### config.mk
export PLATFORM = sky130hd
export DESIGN_NAME = lsu_mem_bridge
export DESIGN_NICKNAME = d
export VERILOG_FILES = /design/src/rtl/lsu_mem_bridge.sv
export SDC_FILE = /design/constraint.sdc
export NUM_CORES = 1
export LEC_CHECK = 0
export ABC_AREA = 1
export CORE_MARGIN = 2
export CORE_UTILIZATION = 40
export DETAILED_ROUTE_END_ITERATION = 8
export PLACE_DENSITY_LB_ADDON = 0.12
export SKIP_CTS_REPAIR_TIMING = 1
export SYNTH_ARGS = -nofsm -noshare
export SYNTH_HDL_FRONTEND = slang
export SYNTH_SLANG_ARGS = --single-unit
### constraint.sdc
create_clock -name CLK -period 2.09 [get_ports CLK]
set_clock_uncertainty 0.1 [all_clocks]
set_input_delay 0.3135 -clock CLK [delete_from_list [all_inputs] [get_ports CLK]]
set_output_delay 0.3135 -clock CLK [all_outputs]
set_load 0.02 [all_outputs]
### src/rtl/lsu_mem_bridge.sv
// lsu_mem_bridge: load/store unit between the core MEM stage and a word RAM
// with a ready handshake. Decodes width/sign from funct3, builds byte
// enables and lane-replicated store data, extends load data, stalls the
// pipeline while the RAM is busy, and reports misaligned requests and
// RAM timeouts as single-cycle pulses.
module lsu_mem_bridge #(
   parameter int ADDR_W  = 10,
   parameter int TIMEOUT = 15
) (
   input  logic              CLK,
   input  logic              RESET,
   input  logic              req_valid,
   input  logic              req_we,
   input  logic [2:0]        req_funct3,
   input  logic [31:0]       req_addr,
   input  logic [31:0]       req_wdata,
   output logic              stall,
   output logic [31:0]       rdata,
   output logic              rdata_valid,
   output logic              misalign,
   output logic              bus_error,
   output logic              mem_req,
   output logic              mem_we,
   output logic [ADDR_W-1:0] mem_addr,
   output logic [3:0]        mem_be,
   output logic [31:0]       mem_wdata,
   input  logic              mem_ready,
   input  logic [31:0]       mem_rdata
);

   typedef enum logic [1:0] {IDLE, ACCESS, DONE} state_t;

   localparam logic [2:0] F3_B  = 3'b000;
   localparam logic [2:0] F3_H  = 3'b001;
   localparam logic [2:0] F3_W  = 3'b010;
   localparam logic [2:0] F3_BU = 3'b100;
   localparam logic [2:0] F3_HU = 3'b101;

   // Last ACCESS cycle that may still wait for mem_ready (counter starts at 0).
   localparam logic [7:0] TIMEOUT_LAST = 8'(TIMEOUT - 1);

   state_t            state, state_nxt;
   logic [7:0]        cnt;
   logic              lat_we;
   logic [2:0]        lat_funct3;
   logic [1:0]        lat_off;
   logic [ADDR_W-1:0] lat_addr;
   logic [3:0]        lat_be;
   logic [31:0]       lat_wdata;
   logic              timed_out;

   logic              req_legal;
   logic [3:0]        req_be;
   logic [31:0]       req_lane;
   logic              can_accept;
   logic              accept;
   logic              reject;
   logic              expired;
   logic [7:0]        load_byte;
   logic [15:0]       load_half;
   logic [31:0]       load_ext;

   // Upper address bits lie outside the RAM and are deliberately dropped.
   logic              unused_addr_bits;
   assign unused_addr_bits = ^req_addr[31:ADDR_W+2];

   assign can_accept = (state == IDLE) || (state == DONE);
   assign accept     = can_accept && req_valid && req_legal && !RESET;
   assign reject     = can_accept && req_valid && !req_legal;
   assign expired    = (state == ACCESS) && !mem_ready && (cnt == TIMEOUT_LAST);

   // Request decode: legality, byte enables and lane-replicated store data.
   // NOTE: every variable gets a default first so no path leaves it unassigned and infers a latch.
   always_comb begin
      req_legal = 1'b0;
      req_be    = 4'b0000;
      req_lane  = req_wdata;
      case (req_funct3)
         F3_B, F3_BU: begin
            req_legal = !req_we || (req_funct3 == F3_B);
            req_be    = 4'b0001 << req_addr[1:0];
            req_lane  = {4{req_wdata[7:0]}};
         end
         F3_H, F3_HU: begin
            req_legal = !req_addr[0] && (!req_we || (req_funct3 == F3_H));
            req_be    = 4'b0011 << {req_addr[1], 1'b0};
            req_lane  = {2{req_wdata[15:0]}};
         end
         F3_W: begin
            req_legal = (req_addr[1:0] == 2'b00);
            req_be    = 4'b1111;
         end
         default: ;
      endcase
   end

   // Load data lane selection and sign/zero extension.
   always_comb begin
      load_byte = mem_rdata[7:0];
      case (lat_off)
         2'd1:    load_byte = mem_rdata[15:8];
         2'd2:    load_byte = mem_rdata[23:16];
         2'd3:    load_byte = mem_rdata[31:24];
         default: load_byte = mem_rdata[7:0];
      endcase
      load_half = lat_off[1] ? mem_rdata[31:16] : mem_rdata[15:0];
      case (lat_funct3)
         F3_B:    load_ext = {{24{load_byte[7]}}, load_byte};
         F3_BU:   load_ext = {24'h0, load_byte};
         F3_H:    load_ext = {{16{load_half[15]}}, load_half};
         F3_HU:   load_ext = {16'h0, load_half};
         default: load_ext = mem_rdata;
      endcase
   end

   // Next state and combinational outputs; RAM signals only driven in ACCESS.
   always_comb begin
      state_nxt   = state;
      stall       = 1'b0;
      mem_req     = 1'b0;
      mem_we      = 1'b0;
      mem_addr    = '0;
      mem_be      = 4'b0000;
      mem_wdata   = 32'h0;
      rdata_valid = 1'b0;
      bus_error   = 1'b0;
      case (state)
         IDLE: begin
            stall     = accept;
            state_nxt = accept ? ACCESS : IDLE;
         end
         ACCESS: begin
            stall     = 1'b1;
            mem_req   = 1'b1;
            mem_we    = lat_we;
            mem_addr  = lat_addr;
            mem_be    = lat_be;
            mem_wdata = lat_wdata;
            if (mem_ready || expired) state_nxt = DONE;
         end
         DONE: begin
            rdata_valid = !lat_we && !timed_out;
            bus_error   = timed_out;
            stall       = accept;
            state_nxt   = accept ? ACCESS : IDLE;
         end
         default: state_nxt = IDLE;
      endcase
   end

   // State register.
   // NOTE: sequential state uses non-blocking assignments so every flop samples pre-edge values.
   always_ff @(posedge CLK) begin
      if (RESET) state <= IDLE;
      else       state <= state_nxt;
   end

   // Request latch, wait counter, result and status registers.
   always_ff @(posedge CLK) begin
      if (RESET) begin
         cnt        <= 8'd0;
         lat_we     <= 1'b0;
         lat_funct3 <= 3'b000;
         lat_off    <= 2'b00;
         lat_addr   <= '0;
         lat_be     <= 4'b0000;
         lat_wdata  <= 32'h0;
         timed_out  <= 1'b0;
         misalign   <= 1'b0;
         rdata      <= 32'h0;
      end else begin
         misalign <= reject;
         if (accept) begin
            lat_we     <= req_we;
            lat_funct3 <= req_funct3;
            lat_off    <= req_addr[1:0];
            lat_addr   <= req_addr[ADDR_W+1:2];
            lat_be     <= req_be;
            lat_wdata  <= req_lane;
            timed_out  <= 1'b0;
         end
         if (state == ACCESS) begin
            cnt <= cnt + 8'd1;
            if (mem_ready) begin
               if (!lat_we) rdata <= load_ext;
            end else if (expired) begin
               timed_out <= 1'b1;
               rdata     <= 32'h0;
            end
         end else begin
            cnt <= 8'd0;
         end
      end
   end

endmodule

==> results of run 1 <==
-- cells by family after synthesis --
family,synth area share
and+or+nand+nor,0.359
buffers and inverters,0.119
AOI/OAI and AO/OA,0.134
xor gates and xnor gates,0.00174
adders and majority gates,0.00496
DFF,0.381
-- how the worst max path moves through the flow --
stage	cells past startpoint	endpoint	slack, ns
floorplan	9	stall	0.34
finish	8	stall	0.11
global route	5	mem_wdata[13]	0.05
detailed placement	10	lat_wdata[3]	-0.32
CTS	4	mem_wdata[13]	-0.33
global placement	10	lat_addr[2]	-0.29
-- power groups by stage --
stage,Sequential [mW],Combinational [mW],Clock (mW)
after global placement,1.95,0.676,0
after detailed placement,1.95,0.676,0
after global routing,1.92,0.752,1.79
after floorplan,1.96,0.347,0
after CTS,1.91,0.679,1.72
final,1.91,0.680,1.69
-- stage by stage --
stage,instances,TNS [ns],utilization
floorplan,816,0,-
global placement,1140,-10.92,0.562
detailed placement,1140,-11.73,0.562
CTS,1156,-12.12,0.586
global route,1156,0,0.597
finish,1156,0,0.597
-- cell usage in the layout (no fill, tap or decap), types with 9 or more instances in the layout --
cell | synthesis | layout
nor2_1 | 208 | 208
nand2_1 | 146 | 145
clkdlybuf4s50_1 | 0 | 117
dfxtp_1 | 96 | 95
inv_1 | 89 | 89
a21oi_1 | 70 | 70
nand3_1 | 69 | 68
dlymetal6s2s_1 | 0 | 50
o21ai_0 | 47 | 47
buf_4 | 2 | 27
clkbuf_16 | 0 | 9
-- metal layers --
metal / vias to the layer above / GRT usage / part of all wire
li1: 2881 / - / -
met1: 2545 / 0.306 / 0.46
met2: 183 / 0.366 / 0.46
met3: 28 / 0.0332 / 0.057
met4: 0 / 0.104 / 0.026
met5: - / 0 / 0
-- synthesized netlist by cell type (all sizes together) --
library cell	count	area (µm²)
nor2	209	787
nand2	150	573
dfxtp	96	1920
inv	92	345
a21oi	70	350
nand3	69	345
o21ai	54	282
clkbuf	25	93.8
buf	23	153
nor3	7	35.0
o211ai	6	45.0
or2	4	25.0
nor4	3	18.8
ha	2	25.0
nand3b	2	15.0
and2	1	6.26
and3	1	6.26
clkinv	1	8.76
xnor2	1	8.76
-- sequential cells by signal (all words and copies together) (netlist names) --
name and flops:
state 2, lat_be 4, rdata 32, lat_wdata 32
lat_addr 10, lat_funct3 3, lat_off 2, cnt 8
timed_out 1, misalign 1, lat_we 1
-- layout make-up --
class                      instances  area [µm²]
multi-input combinational        579        2530
clock buffer                       9         225
timing repair buffer             200        2110
clock inverter                     7        71.3
tap                              172         215
sequential                        96        1920
fill                            1250        5030
inverter                          93         357
-- worst max-delay path, stage by stage --
cell,delay [ns]
clkdlybuf4s50_1,0.51
inv_2,0.07
nor2_2,0.09
nand2_2,0.08
o21ai_4,0.13
nand2_2,0.07
nand2_1,0.05
dlymetal6s2s_1,0.25
==> metrics.yaml, run 1 <==
status: "completed"
crit_type: "input port to output port"
avgSynthCellArea_um2: 6.18
peakVddDrop_mv: 0.295
io_pins: 188
yosys_warnings: 0
hold_path.class: "register to register"
startpoint: "req_funct3[1]"
grt_max_degree: 49
rsz0062_at_grt: "false"
pre_cts_slack_ns: -0.320
p_sw_mw: 1.15
required_ns: 1.68
hold_start: "lat_wdata[13]"
p_sw_frac: 0.270
cp_data_arrival_time_ns: 1.57
root_buffer: "clkbuf_16"
slew_viol_final: 0
io_buffers: 167
start_util: 0.405
hold_depth: 2
syn_nets: 922
drt_pass1_iterations: 5
critical_path.max_fanout: 3
period_share: 0.949
maxCapViolCount: 0
num_vias: 5637
syn_area_mm2: 0.00504
vias_per_cell: 4.88
die_w_um: 116
power_leakage_nw: 3.83
grt_first_pass_wirelength_um: 24400
grt_pass1_vias: 5023
grt_use_total: 0.229
placedInstanceArea_mm2: 0.00701
post-dp-hpwl_um: 11200
ant_nets: 0
drc: 0
syn_to_final_growth_pct: 47.4
min_period_ns: 1.98
cts_buffer_depth: 2
nets: 1085
diodes: 0
drive_above_1_share: 0.0681
pwr-share-seq: 0.446
clk_pin_slew_worst_paths_ns: 0.07
holdPathEnd: "lat_wdata[13]"
cts_tree: "yes"
whs_ns: 0.349
reg2reg_depth: 6
critPathCaptureType: "output port"
start_kind: "input port"
grt-ovfl-total: 0
fmax_ghz: 0.504
totalPowerFinal_mw: 4.28
postLayoutCellArea_mm2: 0.00744
p_clk_frac: 0.395
wl_per_cell_um: 13.4
r2r-start: "lat_funct3[0]"
worst_pin_slew_ns: 0.369
slew-limit-headroom: 0.752
cts_buffers: 9
finalWorstSetupSlack_ns: 0.107
powerDensity_mw_per_mm2: 576
gp_congestion: 0.939
dieArea_mm2: 0.0135
cts.sinks: 96
coreArea_mm2: 0.0125
p_int_mw: 3.13
synthCells: 816
antenna_found_initial: 0
die_y_um: 116
combPwrFrac: 0.159
crit-reg2reg-capture: "rdata[6]"
htree_levels: 3
synth_cell_types: 27
r2r_setup_slack_ns: 0.45
drtIter0Drc: 382
finalSetupViolations: 0
ys_seq_area_frac: 0.381
rows: 41
clk-insertion-delay-late_ns: 0.36
wl_um: 15500
ys_ff_latch: 96
timing.final.hold_violations: 0
(Power assumes the default switching activity.)
==> run 2: changes to the inputs <==
==> constraint.sdc (replaced) <==
create_clock -name CLK -period 1.95 [get_ports CLK]
set_clock_uncertainty 0.1 [all_clocks]
set_input_delay 0.2925 -clock CLK [delete_from_list [all_inputs] [get_ports CLK]]
set_output_delay 0.2925 -clock CLK [all_outputs]
set_load 0.02 [all_outputs]
==> run 2 against run 1 <==
Compared with the run above:
- combinational power up 7.2%
- highest routed layer unchanged
- hold slack barely moved
- cell area increased by 0.22%
- via count decreased by 2.4%
- utilization increased by 0.13 points
- critical endpoint is now mem_wdata[25]
==> metrics.yaml, run 2 (synthesis gave the netlist of run 1 again) <==
coreArea_mm2: 0.0125  # unchanged
wl_um: 15400  # -0.46%
r2r_setup_slack_ns: 0.25  # -0.20 ns
grt-ovfl-total: 0  # unchanged
die_y_um: 116  # unchanged
clk_pin_slew_worst_paths_ns: 0.06  # about the same
cts.sinks: 96  # unchanged
maxCapViolCount: 0  # unchanged
timing.final.hold_violations: 0  # unchanged
die_w_um: 116  # unchanged
peakVddDrop_mv: 0.409  # +39%
vias_per_cell: 4.74  # -2.8%
finalSetupViolations: 0  # unchanged
worst_pin_slew_ns: 0.359  # -0.00982 ns
use_met1: 0.308  # +0.00222
grt_use_total: 0.224  # -0.00473
finalWorstSetupSlack_ns: 0.104  # -0.00375 ns
grt_max_degree: 48  # -2.0%
nets: 1091  # +0.55%
grt_util_met2: 0.351  # -0.0151
drtIter0Drc: 349  # -8.6%
wl_per_cell_um: 13.3  # -0.89%
cp_data_arrival_time_ns: 1.45  # -0.12 ns
dieArea_mm2: 0.0135  # unchanged
ant_nets: 0  # unchanged
critical_path.max_fanout: 29  # +26
drc: 0  # unchanged
grt.met3_usage: 0.0467  # +0.0135
io_buffers: 167  # unchanged
slew-limit-headroom: 0.759  # +0.00660
drt_pass1_iterations: 5  # unchanged
pre_cts_slack_ns: -0.350  # -0.0300 ns
status: "completed"
period_share: 0.947
htree_levels: 3  # unchanged
top_usage_layer: "met2"
power_leakage_nw: 3.81  # -0.47%
r2r-start: "state[0]"
powerDensity_mw_per_mm2: 609  # +5.8%
crit-reg2reg-capture: "lat_wdata[1]"
diodes: 0  # unchanged
fmax_ghz: 0.542
startpoint: "state[0]"
start_util: 0.405  # unchanged
clk-insertion-delay-late_ns: 0.35  # about the same
mostFrequentLayoutCells: "nor2_1, nand2_1, clkdlybuf4s50_1"
grt_pass1_vias: 4848  # -3.5%
grt_first_pass_wirelength_um: 23800  # -2.1%
min_period_ns: 1.85
antenna_found_initial: 0  # unchanged
gp_congestion: 0.962  # +2.5%
root_buffer: "clkbuf_16"
cts_buffers: 9  # unchanged
layout_commonest_cell: "nor2_1"
drive_above_1_share: 0.0748  # +0.00673
cp-endpoint: "mem_wdata[25]"
critPathCaptureType: "output port"
syn_to_final_growth_pct: 47.7
reg2reg_depth: 7  # +1
fin_util: 0.598  # +0.00131
cts_tree: "yes"
cts_buffer_depth: 2  # unchanged
io_pins: 188  # unchanged
post-dp-hpwl_um: 11400  # +1.3%
required_ns: 1.56  # -0.12 ns
rows: 41  # unchanged
start_kind: "register"
crit_type: "register to output port"
top_regs: "lat_wdata x32, rdata x32, lat_addr x10"
whs_ns: 0.349  # +0.000494 ns
hold_path.class: "register to register"
slew_viol_final: 0  # unchanged
fillers: 1222  # -2.2%
num_vias: 5502  # -2.4%
-- run 2: cell count changes in the layout (fill, tap and decap cells not counted), moves of 2 or more --
cell            before  now
clkbuf_1             0    2
dlymetal6s2s_1      50   47
clkinvlp_4           3    1
clkbuf_2             0    4
buf_4               27   32
-- run 2: power breakdown --
group	leakage (nW)	internal (mW)	switching [mW]	total (mW)
Sequential	0.778	2.02	0.0287	2.05
Clock	0.139	1.02	0.742	1.76
Combinational	2.90	0.341	0.389	0.729
-- run 2: cell type report --
cell class | count | area (µm²) | share of cell area
clock buffer | 12 | 246 | 0.0331
clock inverter | 3 | 42.5 | 0.00571
inverter | 93 | 354 | 0.0475
multi-input combinational | 579 | 2540 | 0.341
sequential | 96 | 1920 | 0.258
tap | 172 | 215 | 0.0289
timing repair buffer | 206 | 2130 | 0.286
-- run 2: worst min path at each step --
stage                             start  depth (start not counted)  slack (ns)            end
after floorplan           lat_wdata[10]                          2        0.33  lat_wdata[10]
after global placement    lat_wdata[13]                          2        0.34  lat_wdata[13]
after detailed placement   lat_wdata[9]                          2        0.34   lat_wdata[9]
after CTS                  lat_wdata[9]                          2        0.35   lat_wdata[9]
after global routing      lat_wdata[13]                          2        0.37  lat_wdata[13]
final                      lat_wdata[9]                          2        0.35   lat_wdata[9]
-- run 2: metrics by stage --
stage,std cells,TNS (ns),power (mW),instance area (µm²)
finish,1161,0,4.54,7450
global route,1161,-0.00550,4.74,7450
CTS,1161,-12.98,4.59,7340
detailed placement,1146,-9.45,2.82,7050
global placement,1146,-8.40,2.82,7050
floorplan,816,0,2.47,5040
-- run 2: worst max-delay path, stage by stage (launching register included) --
cell            delay (ns)
dfxtp_1               0.42
nand2_2               0.12
buf_6                 0.20
nor2_1                0.12
dlymetal6s2s_1        0.24
-- run 2: layer usage --
| metal | vias up | wire, µm | share of wire |
|---|---|---|---|
| li1 | 2888 | - | - |
| met1 | 2417 | 7070 | 0.46 |
| met2 | 176 | 7050 | 0.46 |
| met3 | 21 | 1010 | 0.065 |
| met4 | 0 | 309 | 0.020 |
| met5 | - | 0 | 0 |
==> run 3: changes to the inputs <==
--- a/config.mk
+++ b/config.mk
@@ -9,7 +9,7 @@
 export CORE_MARGIN = 2
 export CORE_UTILIZATION = 40
 export DETAILED_ROUTE_END_ITERATION = 8
-export PLACE_DENSITY_LB_ADDON = 0.12
+export PLACE_DENSITY_LB_ADDON = 0.3
 export SKIP_CTS_REPAIR_TIMING = 1
 export SYNTH_ARGS = -nofsm -noshare
 export SYNTH_HDL_FRONTEND = slang
==> run 3 against run 2 <==
Compared with the run above:
- global-route usage decreased by 0.75 points
- sequential power about the same
- register-to-register slack got worse by 0.07 ns
- non-clock buffer count decreased by 6
==> metrics.yaml, run 3 (synthesis gave the netlist of run 1 again) <==
status: "completed"
holdPathEnd: "lat_wdata[11]"
r2r_setup_slack_ns: 0.18  # -0.07 ns
grt_first_pass_wirelength_um: 23400  # -2.0%
root_buffer: "clkbuf_16"
io_buffers: 167  # unchanged
wl_um: 14700  # -4.4%
timing.final.hold_violations: 0  # unchanged
worst_pin_slew_ns: 0.451  # +0.0923 ns
start_util: 0.405  # unchanged
peakVddDrop_mv: 0.344  # -16%
num_vias: 5492  # -0.18%
fin_util: 0.599  # +0.00131
finalWorstSetupSlack_ns: 0.0999  # -0.00376 ns
layout_commonest_cell: "nor2_1"
io_pins: 188  # unchanged
cts_buffer_depth: 2  # unchanged
grt_max_degree: 49  # +2.1%
drc: 0  # unchanged
clk_pin_slew_worst_paths_ns: 0.07  # about the same
post-dp-hpwl_um: 10500  # -7.6%
drive_above_1_share: 0.0681  # -0.00673
finalSetupViolations: 0  # unchanged
cts_tree: "yes"
hold_path.class: "register to register"
htree_levels: 3  # unchanged
vias_per_cell: 4.75  # +0.25%
required_ns: 1.56  # about the same
clk-insertion-delay-late_ns: 0.35  # about the same
cts_buffers: 9  # unchanged
powerDensity_mw_per_mm2: 616  # +1.1%
slew-limit-headroom: 0.699  # -0.0597
die_w_um: 116  # unchanged
hold_start: "lat_wdata[11]"
diodes: 0  # unchanged
syn_to_final_growth_pct: 48.1
grt.met3_usage: 0.0431  # -0.00363
min_period_ns: 1.85  # +0.00376 ns
cp_data_arrival_time_ns: 1.46  # about the same
gp_congestion: 0.926  # -3.8%
grt_pass1_vias: 4928  # +1.7%
grt_use_total: 0.216  # -0.00748
drt_pass1_iterations: 5  # unchanged
dieArea_mm2: 0.0135  # unchanged
crit_type: "input port to output port"
crit-reg2reg-capture: "rdata[1]"
rsz0062_at_grt: "false"
hold_depth: 2  # unchanged
wl_per_cell_um: 12.8  # -4.0%
grt_util_met2: 0.339  # -0.0120
coreArea_mm2: 0.0125  # unchanged
r2r-start: "lat_funct3[1]"
critPathCaptureType: "output port"
die_y_um: 116  # unchanged
top_usage_layer: "met2"
fmax_ghz: 0.541  # -0.20%
nets: 1085  # -0.55%
power_leakage_nw: 3.86  # +1.3%
antenna_found_initial: 0  # unchanged
fillers: 1190  # -2.6%
period_share: 0.949  # +0.00193
mostFrequentLayoutCells: "nor2_1, nand2_1, clkdlybuf4s50_1"
maxCapViolCount: 0  # unchanged
grt-ovfl-total: 0  # unchanged
reg2reg_depth: 6  # -1
start_kind: "input port"
critical_path.max_fanout: 3  # -90%
use_met1: 0.291  # -0.0170
ant_nets: 0  # unchanged
pre_cts_slack_ns: -0.363  # -0.0129 ns
top_regs: "lat_wdata x32, rdata x32, lat_addr x10"
drtIter0Drc: 309  # -11%
cts.sinks: 96  # unchanged
slew_viol_final: 0  # unchanged
rows: 41  # unchanged
run 3: metal layers:
| layer | wire (µm) | share of wire |
|---|---|---|
| met1 | 6860 | 0.46 |
| met2 | 6530 | 0.44 |
| met3 | 1000 | 0.068 |
| met4 | 357 | 0.024 |
| met5 | 0 | 0 |
run 3: how the worst max path moves through the flow:
stage / start / endpoint / slack [ns]
floorplan: req_funct3[1] / stall / 0.24
global placement: req_funct3[1] / stall / -0.36
detailed placement: req_funct3[1] / stall / -0.36
CTS: req_funct3[1] / stall / -0.36
global route: req_funct3[1] / stall / 0.006
finish: req_funct3[1] / stall / 0.1
run 3: per-stage QoR:
stage	total power [mW]	hold slack, ns	TNS [ns]	instance area, µm²	instances
after CTS	4.65	0.351	-11.42	7350	1156
after detailed placement	2.82	0.340	-5.07	7050	1140
after global placement	2.81	0.340	-3.27	7050	1140
final	4.60	0.351	0	7470	1156
after floorplan	2.47	0.327	0	5040	816
after global routing	4.81	0.370	0	7470	1156
run 3: final cells by class:
cell class / count / area (µm²) / share of cell area
multi-input combinational: 579 / 2530 / 0.339
tap: 172 / 215 / 0.0288
clock inverter: 6 / 65.1 / 0.00871
timing repair buffer: 200 / 2140 / 0.286
clock buffer: 10 / 239 / 0.0320
sequential: 96 / 1920 / 0.257
inverter: 93 / 354 / 0.0474
run 3: power breakdown:
part	total, mW	switching [mW]	leakage (nW)	internal [mW]
logic	0.727	0.386	2.93	0.341
clock network	1.83	0.791	0.149	1.03
registers	2.05	0.0277	0.778	2.02
total	4.60	1.20	3.86	3.39
run 3: worst max-delay path, cell delays in order:
cell and delay (ns):
clkdlybuf4s50_1 0.50, inv_2 0.06, nor2_2 0.08, nand2_2 0.08, o21ai_4 0.14, nand2_2 0.06
nand2_1 0.05, clkbuf_2 0.18
